File: config.mk
export PLATFORM = sky130hd
export DESIGN_NAME = nibble_serial_adder
export DESIGN_NICKNAME = d
export VERILOG_FILES = /design/src/rtl/nsa_pkg.sv /design/src/rtl/nibble_serial_adder_rca4.sv /design/src/rtl/nibble_serial_adder.sv
export SDC_FILE = /design/constraint.sdc
export NUM_CORES = 1
export LEC_CHECK = 0
export CORE_AREA = 2 2 51 100
export CTS_CLUSTER_SIZE = 20
export DETAILED_ROUTE_END_ITERATION = 16
export DIE_AREA = 0 0 53 102
export HOLD_SLACK_MARGIN = 0.02
export MAX_ROUTING_LAYER = met4
export PLACE_DENSITY = 0.82
export SYNTH_ARGS = -nofsm -noshare
export SYNTH_HDL_FRONTEND = slang
export SYNTH_SLANG_ARGS = --single-unit
File: constraint.sdc
create_clock -name clk -period 5.4 [get_ports clk]
set_clock_uncertainty 0.1 [all_clocks]
set_input_delay 1.08 -clock clk [delete_from_list [all_inputs] [get_ports clk]]
set_output_delay 1.08 -clock clk [all_outputs]
set_load 0.05 [all_outputs]
File: src/rtl/nsa_pkg.sv
// nsa_pkg: shared types and constants for the nibble-serial adder.
// Holds the FSM state encoding and the adder-core nibble width.
package nsa_pkg;

  localparam int NIBBLE_W = 4;

  typedef enum logic [1:0] {
    IDLE = 2'd0,
    ADD  = 2'd1,
    DONE = 2'd2
  } state_t;

endpackage

File: src/rtl/nibble_serial_adder_rca4.sv
// rca4_nibble: combinational 4-bit ripple-carry adder of full adders.
// Ports: a, b, cin in; s, cout out. nsa_full_adder is one bit cell.
module nsa_full_adder (
  input  logic a,
  input  logic b,
  input  logic cin,
  output logic s,
  output logic cout
);

  assign s    = a ^ b ^ cin;
  assign cout = (a & b) | (cin & (a ^ b));

endmodule

module rca4_nibble
  import nsa_pkg::*;
(
  input  logic [NIBBLE_W-1:0] a,
  input  logic [NIBBLE_W-1:0] b,
  input  logic                cin,
  output logic [NIBBLE_W-1:0] s,
  output logic                cout
);

  logic [NIBBLE_W:0] c;

  assign c[0] = cin;
  assign cout = c[NIBBLE_W];

  for (genvar i = 0; i < NIBBLE_W; i++) begin : g_fa
    nsa_full_adder u_fa (
      .a    (a[i]),
      .b    (b[i]),
      .cin  (c[i]),
      .s    (s[i]),
      .cout (c[i+1])
    );
  end

endmodule

File: src/rtl/nibble_serial_adder.sv
// nibble_serial_adder: W-bit add, one nibble per clock, one 4-bit RCA.
// In: clk, rst, start, a, b, cin. Out: ready, busy, done, sum, cout.
module nibble_serial_adder
  import nsa_pkg::*;
#(
  parameter int NIBBLES = 4
) (
  input  logic                     clk,
  input  logic                     rst,
  input  logic                     start,
  input  logic [NIBBLE_W*NIBBLES-1:0] a,
  input  logic [NIBBLE_W*NIBBLES-1:0] b,
  input  logic                     cin,
  output logic                     ready,
  output logic                     busy,
  output logic                     done,
  output logic [NIBBLE_W*NIBBLES-1:0] sum,
  output logic                     cout
);

  localparam int W  = NIBBLE_W * NIBBLES;
  localparam int IW = (NIBBLES > 1) ? $clog2(NIBBLES) : 1;
  localparam logic [IW-1:0] LAST = IW'(NIBBLES - 1);

  state_t        state;
  state_t        state_nxt;
  logic [W-1:0]  op_a;
  logic [W-1:0]  op_b;
  logic          carry;
  logic [IW-1:0] idx;

  logic                accept;
  logic                last;
  int                  base;
  logic [NIBBLE_W-1:0] nib_a;
  logic [NIBBLE_W-1:0] nib_b;
  logic [NIBBLE_W-1:0] nib_s;
  logic                nib_c;

  assign accept = (state == IDLE) && start;
  assign last   = (idx == LAST);
  assign base   = int'(idx) * NIBBLE_W;
  assign nib_a  = op_a[base +: NIBBLE_W];
  assign nib_b  = op_b[base +: NIBBLE_W];

  rca4_nibble u_rca (
    .a    (nib_a),
    .b    (nib_b),
    .cin  (carry),
    .s    (nib_s),
    .cout (nib_c)
  );

  always_ff @(posedge clk) begin
    if (rst) state <= IDLE;
    else     state <= state_nxt;
  end

  always_comb begin
    state_nxt = state;
    unique case (1'b1)
      (state == IDLE): if (start) state_nxt = ADD;
      (state == ADD):  if (last)  state_nxt = DONE;
      (state == DONE): state_nxt = IDLE;
      default:         state_nxt = IDLE;
    endcase
  end

  always_comb begin
    ready = 1'b0;
    busy  = 1'b0;
    done  = 1'b0;
    unique case (1'b1)
      (state == IDLE): ready = 1'b1;
      (state == ADD):  busy  = 1'b1;
      (state == DONE): done  = 1'b1;
      default: ;
    endcase
  end

  always_ff @(posedge clk) begin
    if (rst) begin
      op_a  <= '0;
      op_b  <= '0;
      carry <= 1'b0;
      idx   <= '0;
      sum   <= '0;
      cout  <= 1'b0;
    end else if (accept) begin
      op_a  <= a;
      op_b  <= b;
      carry <= cin;
      idx   <= '0;
    end else if (state == ADD) begin
      sum[base +: NIBBLE_W] <= nib_s;
      carry <= nib_c;
      if (last) cout <= nib_c;
      else      idx  <= idx + IW'(1);
    end
  end

endmodule
==> results.tsv, run 1 <==
stage	metric	value	unit
synthesis	Post-synth EDFFs	0	
synthesis	Yosys top cell area share	45.28	%
synthesis	cell type with the largest total area after synthesis	dfxtp_1	
placement	PortBufs	55	
final_layout	P&R area growth vs syn	25.58	%
die	Initial Utilization	51.92	%
critical_path	Worst setup EP type	output pin	
synthesis	Distinct cells, synth	30	
synthesis	register area share after synthesis	45.28	%
clock_network	Worst-Skew Late Latency	0.30	ns
run	Max Cap Viol	0	
critical_path	Startpoint Class	flop	
clock_network	CTS tree	built	
synthesis	Cells after Synth	265	
timing	final period utilization	61.98	%
critical_path	critical path's slowest cell	clkdlybuf4s50_1	
worst_hold_path	worst hold path depth	2	
synthesis	Mapped Avg Cell Area	9.009	sq um
placement	worst slack, placed	2.120	ns
pwr	P_sw	193.4	uW
routing	starting DRC count in detailed routing	29	
routing	Avg WL per Cell	13.00	microns
pwr	combinational power share	15.9	%
timing	post-route minimum period	3.347	ns
timing	Slew Limit Fails	0	
grt	initial antenna violation count	0	
routing	drt total wl	4.733	mm
synthesis	largest family of logic cells by synthesized area	simple AND/OR/NAND/NOR gates	
synthesis	synthesized area	2387	sq um
synthesis	Post-Syn Nets	311	
clock_network	post-cts resize count	0	
timing	Final setup viols	0	
pwr	sequential share of power	56.8	%
synthesis	Post-Synth Adder-Cell Area	6.499	%
clock_network	hold buffers post-CTS	0	
critical_path	worst r2r src	idx[0]	
critical_path	Setup Crit Path Kind	flop to output pin	
timing	RSZ-0062 raised after global routing	no	
clock_network	clk slew on worst S/H paths	0.09	ns
worst_hold_path	hold_sp	op_b[4]	
critical_path	crit path cell chain	nor2b_1, clkdlybuf4s50_1	
clock_network	H-tree depth	2	
pwr	internal power	564.4	uW
critical_path	Crit Path Max Fanout	11	
grt	GRT Total Usage	21.11	%
die	Die Ht	102	microns
critical_path	CP startpoint	state[0]	
timing	Slew Limit Headroom	21.69	%
synthesis	Async SR Flop Fraction	0	%
critical_path	CP arrival	2.17	ns
synthesis	largest cells by area after synthesis	dfxtp_1 45%, nand2_1 11%, a21oi_1 7.8%	
worst_hold_path	Min-Delay Path Class	flop to flop	
routing	DRC	0	
grt	largest net degree at the start of global routing	59	
timing	Final Hold Fails	0	
final_layout	most common cell after layout, fill and taps aside	nand2_1	
final_layout	layout cell share with drive strength beyond 1	4.854	%
grt	first-pass GRT wire length	8.100	mm
pwr	Worst VDD drop	0.2761	mV
final_layout	# nets final	355	
clock_network	# Post-CTS Setup Buffers	0	
timing	fmax	298.8	MHz
routing	antenna-violating nets left	0	
die	Die Footprint	5406	sq um
placement	gp weighted congestion	0.7739	
grt	total congestion overflow	0	
die	core box area	4598	sq um
clock_network	maximum root-to-sink buffer count	2	
synthesis	mux contribution to synthesized area	8.857	%
timing	setup TNS	0	ns
placement	Final HPWL DP	3.627	mm
routing	vias	1924	
synthesis	Compound-Gate Fraction of Synth Area	12.47	%
synthesis	Top FF cell, synth	dfxtp_1	
critical_path	CP Data Required Time	4.22	ns
critical_path	worst stage delay on the critical path	0.88	ns
synthesis	Synth Register Bits	54	
synthesis	Synth Area in XOR/XNOR	0.3669	%
synthesis	Yosys warnings	0	
die	IO Count	56	
clock_network	number of clock sinks	54	
pwr	clock power share	27.3	%
timing	Final WS setup	2.053	ns
final_layout	# diodes	0	
grt	vias in the first global route	1875	
routing	via density per instance	5.286	
die	Rows	35	
pwr	Static Leak	1.070	nW
outcome	outcome	complete, no violations	
synthesis	post-synthesis simple-gate area fraction	20.02	%
final_layout	most frequent cells in the layout	69 x nand2_1, 54 x dfxtp_1, 54 x clkdlybuf4s50_1	
clock_network	CTS Buf Count	5	
die	Die Wd	53	microns
routing	first-pass iteration count of the detailed router	4	
clock_network	Root Buffer	clkbuf_8	
pwr	net switching fraction of the power	25.52	%
critical_path	R2R cell count	9	
timing	worst slew pin tran	1.173	ns
pwr	Power Dens Cells	252.8	nW/um^2
-- metal layers --
layer / vias to the layer above / wire length [microns] / global-route usage [%]
met5: - / 0 / -
met4: 0 / 180 / 11.44
met3: 15 / 140 / 3.655
met2: 48 / 2730 / 37.50
met1: 881 / 1680 / 20.92
li1: 980 / - / -
-- synthesized netlist by cell type, types with 3 or more instances --
master / n
a21oi_1: 37
and3b_1: 3
buf_2: 6
clkbuf_1: 10
dfxtp_1: 54
fa_1: 4
ha_1: 6
inv_1: 20
mux4_1: 3
mux4_2: 5
nand2_1: 69
nand3_1: 4
nor2_1: 6
nor2b_1: 3
o32ai_1: 12
-- kinds of logic (layout without fill, tap and decap cells) --
family	Yosys count	after routing
buf+inv	38	82
simple gates	102	102
compound gates	50	50
flops	54	54
xor+xnor	1	1
fa+ha+maj	10	10
mux	10	10
-- power by group through the flow --
| stage | sequential [mW] | clock (mW) | combinational (mW) |
|---|---|---|---|
| floorplan | 0.439 | 0 | 0.0769 |
| global placement | 0.440 | 0 | 0.119 |
| detailed placement | 0.440 | 0 | 0.121 |
| CTS | 0.431 | 0.210 | 0.122 |
| global route | 0.434 | 0.227 | 0.134 |
| finish | 0.431 | 0.207 | 0.120 |
-- path summary, 6_finish.rpt --
path | to | slack (ns)
max | busy | 2.05
min | op_b[4] | 0.36
max reg2reg | sum[15] | 2.11
min reg2reg | op_b[4] | 0.36
-- final cells by class --
type	instances	area (sq um)
clock buffer	7	76.32
fill	403	1600
inverter	20	75.07
multi-input combinational	173	1151
sequential	54	1081
tap	55	68.82
timing repair buffer	55	545.5
-- per-stage QoR --
step / total power, mW / area (sq um) / utilization [%] / hold slack [ns] / cells
5_1_grt: 0.7954 / 2998 / 65.20 / 0.3774 / 364
3_5_place_dp: 0.5617 / 2922 / 63.54 / 0.3447 / 357
6_report: 0.7578 / 2998 / 65.20 / 0.3564 / 364
4_1_cts: 0.7631 / 2998 / 65.20 / 0.3564 / 364
2_1_floorplan: 0.5156 / 2387 / - / 0.3315 / 265
3_3_place_gp: 0.5590 / 2922 / 63.54 / 0.3406 / 357
-- worst max-delay path: cells and delay by family (launching register included) --
| family | cells | cell delay, ns |
|---|---|---|
| buffers and inverters | 1 | 0.88 |
| DFF | 1 | 0.54 |
| and+or+nand+nor | 1 | 0.44 |
-- sequential cells by signal (all words and copies together), names as in the netlist --
register  cells
op_a         16
op_b         16
sum          16
idx           2
state         2
carry         1
cout          1
Note: power is estimated with default switching activity, not from simulation.
==> run 2: changes to the inputs <==
--- a/config.mk
+++ b/config.mk
@@ -5,13 +5,13 @@
 export SDC_FILE = /design/constraint.sdc
 export NUM_CORES = 1
 export LEC_CHECK = 0
-export CORE_AREA = 2 2 51 100
+export CORE_AREA = 2 2 53 104
 export CTS_CLUSTER_SIZE = 20
 export DETAILED_ROUTE_END_ITERATION = 16
-export DIE_AREA = 0 0 53 102
+export DIE_AREA = 0 0 55 106
 export HOLD_SLACK_MARGIN = 0.02
 export MAX_ROUTING_LAYER = met4
-export PLACE_DENSITY = 0.82
+export PLACE_DENSITY = 0.76
 export SYNTH_ARGS = -nofsm -noshare
 export SYNTH_HDL_FRONTEND = slang
 export SYNTH_SLANG_ARGS = --single-unit
==> constraint.sdc (replaced) <==
create_clock -name clk -period 3.1 [get_ports clk]
set_clock_uncertainty 0.1 [all_clocks]
set_input_delay 0.62 -clock clk [delete_from_list [all_inputs] [get_ports clk]]
set_output_delay 0.62 -clock clk [all_outputs]
set_load 0.05 [all_outputs]
==> results.tsv, run 2 (same netlist as run 1, synthesis figures left out) <==
stage	metric	value	unit	change
routing	first-pass iteration count of the detailed router	4		unchanged
final_layout	# nets final	360		+1.4%
worst_hold_path	worst hold path depth	2		unchanged
timing	post-route minimum period	2.782	ns	
final_layout	# diodes	0		unchanged
critical_path	CP arrival	2.06	ns	-0.11 ns
timing	Slew Limit Fails	0		unchanged
grt	largest net degree at the start of global routing	41		-31%
routing	DRC	0		unchanged
die	Rows	37		+5.7%
critical_path	Setup Crit Path Kind	flop to output pin		
die	Die Ht	106	microns	+3.9%
clock_network	hold buffers post-CTS	0		unchanged
die	Die Wd	55	microns	+3.8%
clock_network	number of clock sinks	54		unchanged
grt	first-pass GRT wire length	8.700	mm	+7.4%
final_layout	Final Core Density	60.42	%	-4.8 points
die	Initial Utilization	46.88	%	-5.0 points
final_layout	P&R area growth vs syn	28.88	%	
timing	RSZ-0062 raised after global routing	no		
pwr	Power Dens Cells	467.8	nW/um^2	+85%
grt	vias in the first global route	1930		+2.9%
routing	vias	1945		+1.1%
final_layout	biggest registers after layout	op_a x16, op_b x16, sum x16		
timing	Final Hold Fails	0		unchanged
clock_network	clk slew on worst S/H paths	0.09	ns	about the same
final_layout	layout cell share with drive strength beyond 1	7.325	%	+2.5 points
timing	fmax	359.5	MHz	
routing	starting DRC count in detailed routing	50		+72%
run	Max Cap Viol	0		unchanged
critical_path	CP Data Required Time	2.38	ns	-1.84 ns
critical_path	Worst setup EP type	output pin		
critical_path	Crit Path Max Fanout	11		unchanged
placement	dpl cells	365		+2.2%
final_layout	final std cells w/o fill	372		+2.2%
clock_network	CTS Buf Count	5		unchanged
routing	antenna-violating nets left	0		unchanged
pwr	Static Leak	1.115	nW	+4.2%
routing	Avg WL per Cell	13.76	microns	+5.8%
timing	smallest hold slack	0.3580	ns	+0.001644 ns
final_layout	most frequent cells in the layout	69 x nand2_1, 54 x clkdlybuf4s50_1, 53 x dfxtp_1		
clock_network	Worst-Skew Late Latency	0.30	ns	about the same
placement	Final HPWL DP	3.947	mm	+8.8%
timing	final period utilization	89.73	%	
die	core box area	5092	sq um	+11%
routing	drt total wl	5.119	mm	+8.2%
grt	GRT Total Usage	20.78	%	-0.33 points
grt	total congestion overflow	0		unchanged
timing	worst slew pin tran	1.076	ns	-0.09776 ns
die	IO Count	56		unchanged
clock_network	maximum root-to-sink buffer count	2		unchanged
timing	setup TNS	0	ns	unchanged
timing	Final setup viols	0		unchanged
outcome	outcome	complete, no violations		
die	Die Footprint	5830	sq um	+7.8%
critical_path	R2R cell count	9		unchanged
worst_hold_path	Min-Delay Path Class	flop to flop		
final_layout	layout filler cell count	474		+18%
timing	Slew Limit Headroom	28.29	%	+6.6 points
final_layout	most common cell after layout, fill and taps aside	nand2_1		
placement	PortBufs	55		unchanged
routing	via density per instance	5.228		-1.1%
clock_network	Root Buffer	clkbuf_8		
critical_path	Startpoint Class	flop		
placement	gp weighted congestion	0.8139		+5.2%
clock_network	H-tree depth	2		unchanged
pwr	Worst VDD drop	0.3917	mV	+42%
grt	initial antenna violation count	0		unchanged
clock_network	CTS tree	built		
==> run 2: cell types whose count changed in the layout (fill, tap and decap cells not counted), sizes merged <==
cell / before / now
bufinv: 0 / 1
clkbuf: 7 / 6
buf: 1 / 6
==> run 2: routing by layer <==
metal | up-vias | part of all wire [%] | track usage [%]
met5 | - | 0 | -
met3 | 9 | 2.6 | 2.669
met2 | 47 | 58 | 36.39
met1 | 901 | 37 | 22.01
met4 | 0 | 2.4 | 8.885
li1 | 988 | - | -
==> run 2: area by class of cell <==
class | instances | area [sq um] | area share [%]
Clock buffer | 6 | 82.58 | 2.684
Clock inverter | 1 | 30.03 | 0.9760
Inverter | 20 | 75.07 | 2.440
Multi-Input combinational cell | 173 | 1151 | 37.41
Sequential cell | 54 | 1082 | 35.18
Tap cell | 58 | 72.57 | 2.359
Timing Repair Buffer | 60 | 583.1 | 18.95
==> run 2: final timing paths <==
kind | start | to | slack, ns
worst max-delay path | state[1] | busy | 0.32
worst min-delay path | op_b[13] | op_b[13] | 0.36
worst max register to register | idx[0] | sum[7] | 0.32
worst min register to register | op_b[13] | op_b[13] | 0.36
==> run 2: per-stage QoR <==
| stage | instance area (sq um) | setup slack (ns) | total power, mW |
|---|---|---|---|
| 2_1_floorplan | 2387 | 0.3786 | 0.8981 |
| 3_3_place_gp | 2963 | 0.3007 | 0.9803 |
| 3_5_place_dp | 2963 | 0.2204 | 0.9847 |
| 4_1_cts | 3075 | 0.1960 | 1.449 |
| 5_1_grt | 3077 | 0.1197 | 1.504 |
| 6_report | 3077 | 0.3185 | 1.439 |
==> run 2: power by group <==
| part | internal (mW) | leakage, nW | switching, mW |
|---|---|---|---|
| Combinational | 0.106 | 0.616 | 0.117 |
| Sequential | 0.725 | 0.441 | 0.0182 |
| Clock | 0.258 | 0.0573 | 0.214 |
==> run 2: timing repair <==
action / 4_1_cts / 5_1_grt
buffers inserted: 0 / 0
gates resized for setup: 0 / 1
endpoints found under the hold margin: 0 / 0
setup endpoints to repair: 0 / 1
==> run 2: worst max-delay path: stages, from the launching register on <==
cell and delay (ns):
dfxtp_1 0.43, nor2b_1 0.44, clkdlybuf4s50_1 0.89
==> run 3: changes to the inputs <==
--- a/config.mk
+++ b/config.mk
@@ -5,13 +5,16 @@
 export SDC_FILE = /design/constraint.sdc
 export NUM_CORES = 1
 export LEC_CHECK = 0
-export CORE_AREA = 2 2 53 104
+export CELL_PAD_IN_SITES_DETAIL_PLACEMENT = 1
+export CELL_PAD_IN_SITES_GLOBAL_PLACEMENT = 1
+export CORE_AREA = 2 2 60 119
 export CTS_CLUSTER_SIZE = 20
 export DETAILED_ROUTE_END_ITERATION = 16
-export DIE_AREA = 0 0 55 106
+export DIE_AREA = 0 0 62 121
 export HOLD_SLACK_MARGIN = 0.02
 export MAX_ROUTING_LAYER = met4
-export PLACE_DENSITY = 0.76
+export PLACE_DENSITY_LB_ADDON = 0.1
+export SLEW_MARGIN = 10
 export SYNTH_ARGS = -nofsm -noshare
 export SYNTH_HDL_FRONTEND = slang
 export SYNTH_SLANG_ARGS = --single-unit
==> results.tsv, run 3 (same netlist as run 1, synthesis figures left out) <==
stage	metric	value	unit	change
outcome	outcome	complete, no violations		
timing	post-route minimum period	2.843	ns	+0.06140 ns
critical_path	Startpoint Class	flop		
routing	starting DRC count in detailed routing	59		+18%
routing	vias	1975		+1.5%
critical_path	Worst setup EP type	flop		
clock_network	maximum root-to-sink buffer count	2		unchanged
critical_path	critical path endpoint	sum[3]		
grt	GRT Total Usage	18.09	%	-2.7 points
clock_network	number of clock sinks	54		unchanged
critical_path	Reg-to-Reg End	sum[3]		
grt	largest net degree at the start of global routing	41		unchanged
pwr	Power Dens Cells	482.8	nW/um^2	+3.2%
clock_network	clk slew on worst S/H paths	0.07	ns	-0.02 ns
clock_network	Root Buffer	clkbuf_16		
pwr	net switching fraction of the power	25.74	%	+1.5 points
critical_path	CP arrival	2.90	ns	+0.84 ns
final_layout	cell area after layout	3163	sq um	+2.8%
grt	met2 global-route usage	33.20	%	-3.2 points
critical_path	Reg2Reg Setup Slack	0.26	ns	-0.06 ns
routing	drt total wl	5.741	mm	+12%
final_layout	final std cells w/o fill	405		+8.9%
die	Die Wd	62	microns	+13%
clock_network	CTS tree	built		
timing	final period utilization	91.71	%	+2.0 points
worst_hold_path	Min-Delay Path Class	flop to flop		
die	IO Count	56		unchanged
timing	setup TNS	0	ns	unchanged
die	core box area	6569	sq um	+29%
placement	Final HPWL DP	4.422	mm	+12%
placement	gp weighted congestion	0.7779		-4.4%
pwr	Worst VDD drop	0.3347	mV	-15%
timing	Final Hold Fails	0		unchanged
run	Max Cap Viol	0		unchanged
die	Rows	42		+14%
timing	RSZ-0062 raised after global routing	no		
timing	fmax	351.7	MHz	-2.2%
timing	Final WS setup	0.2571	ns	-0.06140 ns
critical_path	CP startpoint	idx[0]		
clock_network	CTS Buf Count	5		unchanged
die	Die Ht	121	microns	+14%
final_layout	biggest registers after layout	op_a x16, op_b x16, sum x16		
routing	antenna-violating nets left	0		unchanged
die	Initial Utilization	36.34	%	-11 points
critical_path	worst r2r src	idx[0]		
final_layout	# diodes	0		unchanged
grt	met3 Track Usage GR	3.198	%	+0.53 points
grt	first-pass GRT wire length	9.784	mm	+12%
critical_path	R2R cell count	9		unchanged
clock_network	Worst-Skew Late Latency	0.29	ns	about the same
die	Die Footprint	7502	sq um	+29%
placement	Area after DPL	3015	sq um	+1.8%
pwr	P_sw	393.1	uW	+13%
timing	Slew Limit Fails	0		unchanged
final_layout	layout cell share with drive strength beyond 1	8.202	%	+0.88 points
final_layout	most frequent cells in the layout	69 x nand2_1, 54 x clkdlybuf4s50_1, 53 x dfxtp_1		
routing	first-pass iteration count of the detailed router	4		unchanged
clock_network	H-tree depth	2		unchanged
placement	dpl cells	397		+8.8%
pwr	internal power	1.134	mW	+4.0%
timing	worst slew pin tran	0.6944	ns	-0.3813 ns
grt	initial antenna violation count	0		unchanged
grt	layer carrying the most global-route usage	met2		
pwr	combinational power share	14.9	%	-0.6 points
placement	PortBufs	55		unchanged
grt	vias in the first global route	2078		+7.7%
grt	met1 usage	17.57	%	-4.4 points
critical_path	CP Data Required Time	3.15	ns	+0.77 ns
clock_network	post-cts resize count	0		unchanged
pwr	sequential share of power	48.8	%	-2.9 points
timing	Final setup viols	0		unchanged
critical_path	Crit Path Max Fanout	9		-2
timing	Slew Limit Headroom	53.71	%	+25 points
grt	total congestion overflow	0		unchanged
routing	Avg WL per Cell	14.18	microns	+3.0%
placement	worst slack, placed	0.09547	ns	-0.1250 ns
clock_network	# Post-CTS Setup Buffers	0		unchanged
routing	via density per instance	4.877		-6.7%
pwr	Static Leak	1.137	nW	+2.0%
clock_network	hold buffers post-CTS	0		unchanged
critical_path	Setup Crit Path Kind	flop to flop		
pwr	clock power share	36.2	%	+3.4 points
final_layout	P&R area growth vs syn	32.49	%	
routing	DRC	0		unchanged
final_layout	most common cell after layout, fill and taps aside	nand2_1		
final_layout	# nets final	362		+0.56%
==> run 3: critical path, stage by stage, from the launching register on <==
cell and delay (ns):
dfxtp_2 0.45, mux4_1 0.58, inv_1 0.09, fa_1 0.18, fa_1 0.18, inv_1 0.06, fa_1 0.37, fa_1 0.46
nand2b_1 0.15, o32ai_1 0.09
==> run 3: routing by layer <==
layer	vias up	part of all wire, %
met2	35	60
met5	-	0
met1	942	35
met4	0	1.9
met3	6	2.7
li1	992	-
==> run 3: worst min path at each step <==
| stage | start | to | slack [ns] | cells past startpoint |
|---|---|---|---|---|
| after floorplan | op_a[4] | op_a[4] | 0.33 | 2 |
| after global placement | op_a[5] | op_a[5] | 0.35 | 2 |
| final | op_a[4] | op_a[4] | 0.35 | 2 |
| after global routing | op_b[15] | op_b[15] | 0.38 | 2 |
| after CTS | op_a[2] | op_a[2] | 0.36 | 2 |
| after detailed placement | op_a[12] | op_a[12] | 0.35 | 2 |
==> run 3: final cells by class <==
type	instances	area, sq um
sequential	54	1082
fill	762	3406
tap	88	110.1
inverter	20	75.07
timing repair buffer	62	598.1
clock buffer	5	125.1
multi-input combinational	173	1151
clock inverter	3	21.27
==> run 3: power by group through the flow <==
stage	combinational (mW)	sequential (mW)	clock, mW
2_1_floorplan	0.134	0.764	0
3_3_place_gp	0.228	0.761	0
3_5_place_dp	0.232	0.762	0
4_1_cts	0.233	0.746	0.567
5_1_grt	0.256	0.750	0.592
6_report	0.228	0.746	0.553
==> run 3: stage by stage <==
step	total power [mW]	hold WS (ns)	util [%]
detailed placement	0.9943	0.3490	45.90
global route	1.599	0.3844	48.15
global placement	0.9895	0.3451	45.90
floorplan	0.8981	0.3315	-
CTS	1.546	0.3589	48.13
finish	1.527	0.3543	48.15
